### config.mk
export PLATFORM = sky130hd
export DESIGN_NAME = ula_serial_ctrl
export DESIGN_NICKNAME = d
export VERILOG_FILES = /design/src/rtl/ula_pkg.sv /design/src/rtl/ula_serial_ctrl.sv
export SDC_FILE = /design/constraint.sdc
export NUM_CORES = 1
export LEC_CHECK = 0
export CORE_ASPECT_RATIO = 0.5
export CORE_UTILIZATION = 40
export CTS_CLUSTER_SIZE = 24
export DETAILED_ROUTE_END_ITERATION = 10
export PLACE_DENSITY = 0.8
export SLEW_MARGIN = 25
export SYNTH_ARGS = -nofsm -noshare
export SYNTH_HDL_FRONTEND = slang
export SYNTH_SLANG_ARGS = --single-unit
### constraint.sdc
create_clock -name clk -period 2.1 [get_ports clk]
set_input_delay 0.21 -clock clk [delete_from_list [all_inputs] [get_ports clk]]
set_output_delay 0.21 -clock clk [all_outputs]
set_load 0.005 [all_outputs]
### src/rtl/ula_pkg.sv
// Purpose : shared types and constants for the serial 74181 initiator and the
//           behavioural 4-bit slice it drives.
// Contents: ula_seq_state_t  - sequencer state encoding (IDLE/RUN/DONE)
//           S_ADD/S_SUB      - arithmetic select codes (m = 0)
//           S_XOR/S_XNOR     - logic select codes (m = 1)
//           chain_breaks()   - arithmetic selects whose carry-out is forced 0
package ula_pkg;

    typedef enum logic [1:0] {
        IDLE = 2'd0,
        RUN  = 2'd1,
        DONE = 2'd2
    } ula_seq_state_t;

    localparam logic [3:0] S_ADD  = 4'b1001;
    localparam logic [3:0] S_SUB  = 4'b0110;
    localparam logic [3:0] S_XOR  = 4'b0110;
    localparam logic [3:0] S_XNOR = 4'b1001;

    // Selects 0011/0111/1011/1111 in arithmetic mode produce no carry-out,
    // so a multi-nibble chain stops propagating after nibble 0.
    function automatic logic chain_breaks(input logic [3:0] s);
        return (s[1:0] == 2'b11);
    endfunction

endpackage

### src/rtl/ula_serial_ctrl.sv
// Purpose : runs one WIDTH-bit ALU operation as NIBBLES passes through an
//           external combinational ula_74181 slice, LSB nibble first, rippling
//           the carry between passes and assembling the wide result and flags.
//           WIDTH must be a multiple of 4 and at least 8.
// Ports   : clk, rst_n             clock, asynchronous active-low reset
//           start                  request, sampled only in IDLE
//           op_a, op_b, op_s,      operation, latched on an accepted start
//           op_m, op_c_in
//           busy                   high in RUN and DONE
//           done                   one-cycle pulse, result and flags valid
//           result                 assembled F, held until overwritten
//           carry_out, zero,       flags of the last completed operation
//           a_eq_b_all
//           alu_a, alu_b, alu_s,   drive to the slice
//           alu_m, alu_c_in
//           alu_f, alu_c_out,      response from the slice
//           alu_a_eq_b
module ula_serial_ctrl
    import ula_pkg::*;
#(
    parameter int WIDTH = 16
) (
    input  logic             clk,
    input  logic             rst_n,
    input  logic             start,
    input  logic [WIDTH-1:0] op_a,
    input  logic [WIDTH-1:0] op_b,
    input  logic [3:0]       op_s,
    input  logic             op_m,
    input  logic             op_c_in,
    output logic             busy,
    output logic             done,
    output logic [WIDTH-1:0] result,
    output logic             carry_out,
    output logic             zero,
    output logic             a_eq_b_all,
    output logic [3:0]       alu_a,
    output logic [3:0]       alu_b,
    output logic [3:0]       alu_s,
    output logic             alu_m,
    output logic             alu_c_in,
    input  logic [3:0]       alu_f,
    input  logic [3:0]       alu_c_out,
    input  logic             alu_a_eq_b
);

    localparam int NIBBLES = WIDTH / 4;
    localparam int IDX_W   = (NIBBLES > 1) ? $clog2(NIBBLES) : 1;
    localparam logic [IDX_W-1:0] LAST_IDX = IDX_W'(NIBBLES - 1);

    ula_seq_state_t   state_q, state_d;
    logic [IDX_W-1:0] idx_q, idx_d;
    logic [WIDTH-1:0] a_q, a_d;
    logic [WIDTH-1:0] b_q, b_d;
    logic [3:0]       s_q, s_d;
    logic             m_q, m_d;
    logic             carry_q, carry_d;
    logic             eq_acc_q, eq_acc_d;
    logic [WIDTH-1:0] result_q, result_d;
    logic             carry_out_q, carry_out_d;
    logic             zero_q, zero_d;
    logic             eq_all_q, eq_all_d;

    // Only bit 0 of the slice carry takes part in the chain.
    logic unused_c_out_hi;
    assign unused_c_out_hi = ^alu_c_out[3:1];

    // State register
    always_ff @(posedge clk or negedge rst_n) begin
        if (!rst_n) begin
            state_q <= IDLE;
        end else begin
            state_q <= state_d;
        end
    end

    // Next-state logic
    always_comb begin
        state_d = state_q;
        case (state_q)
            IDLE:    if (start) state_d = RUN;
            RUN:     if (idx_q == LAST_IDX) state_d = DONE;
            DONE:    state_d = IDLE;
            default: state_d = IDLE;
        endcase
    end

    // Output logic: the nibble mux is only live during RUN
    always_comb begin
        busy     = (state_q != IDLE);
        done     = (state_q == DONE);
        alu_a    = 4'h0;
        alu_b    = 4'h0;
        alu_c_in = 1'b0;
        if (state_q == RUN) begin
            for (int i = 0; i < NIBBLES; i++) begin
                if (idx_q == IDX_W'(i)) begin
                    alu_a = a_q[4*i +: 4];
                    alu_b = b_q[4*i +: 4];
                end
            end
            alu_c_in = carry_q;
        end
    end

    assign alu_s      = s_q;
    assign alu_m      = m_q;
    assign result     = result_q;
    assign carry_out  = carry_out_q;
    assign zero       = zero_q;
    assign a_eq_b_all = eq_all_q;

    // Datapath next-state: the slice is combinational, so each RUN cycle
    // captures the nibble it is driving.
    always_comb begin
        idx_d       = idx_q;
        a_d         = a_q;
        b_d         = b_q;
        s_d         = s_q;
        m_d         = m_q;
        carry_d     = carry_q;
        eq_acc_d    = eq_acc_q;
        result_d    = result_q;
        carry_out_d = carry_out_q;
        zero_d      = zero_q;
        eq_all_d    = eq_all_q;
        case (state_q)
            IDLE: begin
                if (start) begin
                    a_d      = op_a;
                    b_d      = op_b;
                    s_d      = op_s;
                    m_d      = op_m;
                    carry_d  = op_c_in;
                    eq_acc_d = 1'b1;
                    idx_d    = '0;
                end
            end
            RUN: begin
                for (int i = 0; i < NIBBLES; i++) begin
                    if (idx_q == IDX_W'(i)) begin
                        result_d[4*i +: 4] = alu_f;
                    end
                end
                carry_d  = alu_c_out[0];
                eq_acc_d = eq_acc_q & alu_a_eq_b;
                if (idx_q == LAST_IDX) begin
                    // Flags are registered with the last nibble so they are
                    // valid together with done.
                    idx_d       = '0;
                    carry_out_d = alu_c_out[0];
                    zero_d      = (result_d == '0);
                    eq_all_d    = eq_acc_d;
                end else begin
                    idx_d = idx_q + IDX_W'(1);
                end
            end
            default: ;
        endcase
    end

    // Datapath registers
    always_ff @(posedge clk or negedge rst_n) begin
        if (!rst_n) begin
            idx_q       <= '0;
            a_q         <= '0;
            b_q         <= '0;
            s_q         <= 4'h0;
            m_q         <= 1'b0;
            carry_q     <= 1'b0;
            eq_acc_q    <= 1'b0;
            result_q    <= '0;
            carry_out_q <= 1'b0;
            zero_q      <= 1'b0;
            eq_all_q    <= 1'b0;
        end else begin
            idx_q       <= idx_d;
            a_q         <= a_d;
            b_q         <= b_d;
            s_q         <= s_d;
            m_q         <= m_d;
            carry_q     <= carry_d;
            eq_acc_q    <= eq_acc_d;
            result_q    <= result_d;
            carry_out_q <= carry_out_d;
            zero_q      <= zero_d;
            eq_all_q    <= eq_all_d;
        end
    end

endmodule

==> impl_results.md <==
* Final period util at 102%
* CORE AREA at 6700 um^2
* Post-synth EDFFs at 0
* Post-Synthesis Cells at a little under 300
* IO buf count at about 80
* Area Overhead vs Synth at 54.1%
* Async S/R FF share, synth at 100%
* Final instance area at between 4000 and 5000 um^2
* Vias per cell at 4.97
* Hold WS at 0.0512 ns
* CTS H-tree lvls at 3
* Tmin final at approximately 2.1 ns
* Post-Syn Area at between 2000 and 3000 um^2
* Largest net degree at the start of global routing at 63
* Antenna Nets Post-Route at 0
* Critical path peak fanout at 4
* Root buf cell: clkbuf_16
* Number of cell rows at 21
* Slowest-stage cell, CP: dfrtp_2
* Clock tree buffer depth at 2
* Max IR drop VDD at 0.704 mV
* GPL Wtd Cong at 0.823
* # fillers at around 500
* Cell mode on critical path: buf_4
* Number of distinct library cells after synthesis at 32
* Slew @ Worst Pin at 0.762 ns
* Pwr Density at 1630 nW/um^2
* Worst-path clk slew at approximately 0.05 ns
* Drt wl/cell at 15.0 um
* Worst setup SP type: register
* Final HPWL DP at 4760 um
* Worst Setup Path Type: register to output port
* DRT Pass-1 Iters at 4
* Slew margin rel. at 49.2%
* Post-Syn Area per Cell at 9.61 um^2
* Leakage power at 2.00 nW
* Req. time, crit path at 1.89 ns
* Clk sinks at 62
* Final Core Density at 64.1%
* Initial DRC Count at 169
* Top cells by area, synth: dfrtp_1 (56%), nand2_1 (17%), mux2_2 (6.5%)
* Worst setup EP type: output port
* Setup slack after layout at -0.0368 ns
* Maxcap violations at 0
* Setup violations, final at 2
* GRT Total Usage at 20.4%
* Share of cells above drive strength 1 at 22.9%
* Grt ovf at 0
* Initial antenna violation count at 0
* Critical-path cell list: buf_4, ha_2, nand2b_4, buf_4, o31ai_1, buf_2
* Die H at between 60 and 70 um
* Die width at between 100 and 150 um
* Layout Cells excl Fill at around 490
* Nets at 447
* Worst min path class: input pin to asynchronous set/reset pin
* Dpl cell area at 3730 um^2
* Failing checks: setup timing
* # diodes at 0
* Register area at between 1500 and 2000 um^2
* First-pass GRT wire length at between 10000 and 15000 um
* CTS tree: done
* Place WS at -0.0200 ns
* Synth Flop Type: dfrtp_1
* Post-synth top area share at 55.7%
* # IOs at 85
* Max-slew violation count at 0
* Die area at 7330 um^2
* Post-synth top area cell: dfrtp_1
* Via count of the first global-routing pass at 2356
* Crit path from: idx_q[0]
* Syn Nets at 344
* Vias at 2432
* Warnings from Yosys at 0
* Status: finished, violations left
* Multi-input logic area at 1300 um^2
* WP data arrival at 1.93 ns
* Max Freq at 468 MHz
* DRC at 0
* FF+latch count, synth at 62
* Worst-skew pair later-pin latency at around 0.33 ns
* Crit path largest cell delay at 0.46 ns
* Placed cell count at about 460
* Sequential-to-total area share from yosys stat at 55.7%
* Number of buffers created by CTS at 9
* Reg-to-Reg Start: idx_q[0]
* Initial Util at 41.6%
* Final wirelength at 7340 um
* Final Skew at between 0.003 and 0.004 ns
* Endpoints failing hold at 0
* RSZ-0062 raised after global routing: true
-- stage by stage --
step           setup TNS, ns  power (mW)
6_report             -0.0609        6.98
5_1_grt               -0.301        7.42
4_1_cts               -0.500        6.39
3_5_place_dp         -0.0311        4.81
3_3_place_gp        -0.00152        4.69
2_1_floorplan              0        3.52
-- flip-flops by register name, indices dropped and copies added (netlist names) --
| name | flops |
|---|---|
| a_eq_b_all | 1 |
| zero | 1 |
| alu_s | 4 |
| alu_m | 1 |
| result | 16 |
| carry_out | 1 |
| eq_acc_q | 1 |
| b_q | 16 |
| carry_q | 1 |
| state_q | 2 |
| a_q | 16 |
| idx_q | 2 |
-- layout by cell type (no fill, tap or decap), types with 2 or more instances in the layout --
master | synthesis | routed
nand2_1 | 123 | 123
clkdlybuf4s50_1 | 0 | 72
dfrtp_1 | 62 | 61
buf_4 | 1 | 24
mux2_2 | 16 | 16
nand3_1 | 10 | 10
clkbuf_16 | 0 | 9
nor2b_1 | 9 | 8
o21ai_0 | 6 | 5
buf_2 | 8 | 5
a221oi_2 | 0 | 4
mux2i_1 | 3 | 3
a221oi_4 | 0 | 3
o31ai_4 | 0 | 3
o31ai_2 | 1 | 3
nor2_1 | 3 | 3
clkinvlp_4 | 0 | 3
clkbuf_2 | 1 | 3
buf_6 | 2 | 3
inv_2 | 0 | 2
o31ai_1 | 7 | 2
inv_1 | 4 | 2
and2_1 | 2 | 2
nor3_1 | 2 | 2
nor4_1 | 2 | 2
ha_4 | 0 | 2
ha_2 | 0 | 2
bufinv_16 | 0 | 2
-- repair_timing --
action | in CTS | in global routing
buffers inserted | 1 | 11
resized for setup | 16 | 47
hold buffers | 0 | 0
gates cloned | 0 | 0
pin swaps | 5 | 6
setup endpoints to repair | 8 | 9
-- synthesized netlist by cell type, types with 2 or more instances --
master	n
nand2_1	123
dfrtp_1	62
mux2_2	16
nand3_1	10
nor2b_1	9
buf_2	8
a221oi_1	7
o31ai_1	7
o21ai_0	6
clkbuf_1	5
ha_1	4
inv_1	4
mux2i_1	3
nor2_1	3
and2_1	2
buf_6	2
nand2b_1	2
nor3_1	2
nor4_1	2
-- worst paths after layout --
path | end | slack (ns) | cells past startpoint
worst max-delay path | alu_b[3] | -0.04 | 6
max in group asynchronous | idx_q[0] | 1.51 | 2
min in group clk | alu_m | 0.41 | 3
worst min-delay path | a_q[10] | 0.05 | 2
worst min register to register | alu_m | 0.47 | 2
worst max register to register | zero | 0.28 | 7
-- power breakdown --
group	switching, mW	internal [mW]	total [mW]
Combinational	1.50	1.75	3.25
Clock	0.516	1.03	1.54
Sequential	0.416	1.77	2.19
Total	2.43	4.55	6.98
-- critical path, delay by kind of cell, from the launching register on --
kind                       cells  cell delay (ns)
AOI/OAI and AO/OA              1             0.29
DFF                            1             0.46
adders and majority gates      1             0.20
buffers and inverters          3             0.50
and+or+nand+nor                1             0.16
-- routing by layer --
| metal | share of wire, % | global-route usage, % | up-vias | wire length, um |
|---|---|---|---|---|
| li1 | - | - | 1158 | - |
| met4 | 2.3 | 8.57 | 0 | 172 |
| met2 | 49 | 36.2 | 70 | 3570 |
| met1 | 44 | 24.4 | 1190 | 3230 |
| met5 | 0 | 0 | - | 0 |
| met3 | 5.0 | 5.46 | 14 | 369 |
-- kinds of logic (layout without fill, tap and decap cells) --
group / count (synthesis) / in the layout / share of synthesized area, %
AOI/OAI and AO/OA: 27 / 27 / 7.36
adders and majority gates: 4 / 4 / 1.80
buffers and inverters: 21 / 128 / 3.90
DFF: 62 / 62 / 55.7
muxes: 19 / 19 / 7.54
and+or+nand+nor: 157 / 157 / 23.7
-- cell type report --
cell class / instances / area share [%]
sequential: 62 / 36.1
multi-input combinational: 207 / 30.3
timing repair buffer: 109 / 23.3
clock buffer: 9 / 5.24
tap: 92 / 2.68
clock inverter: 6 / 2.04
inverter: 4 / 0.349
No activity file was read; power rests on OpenSTA's default activity.
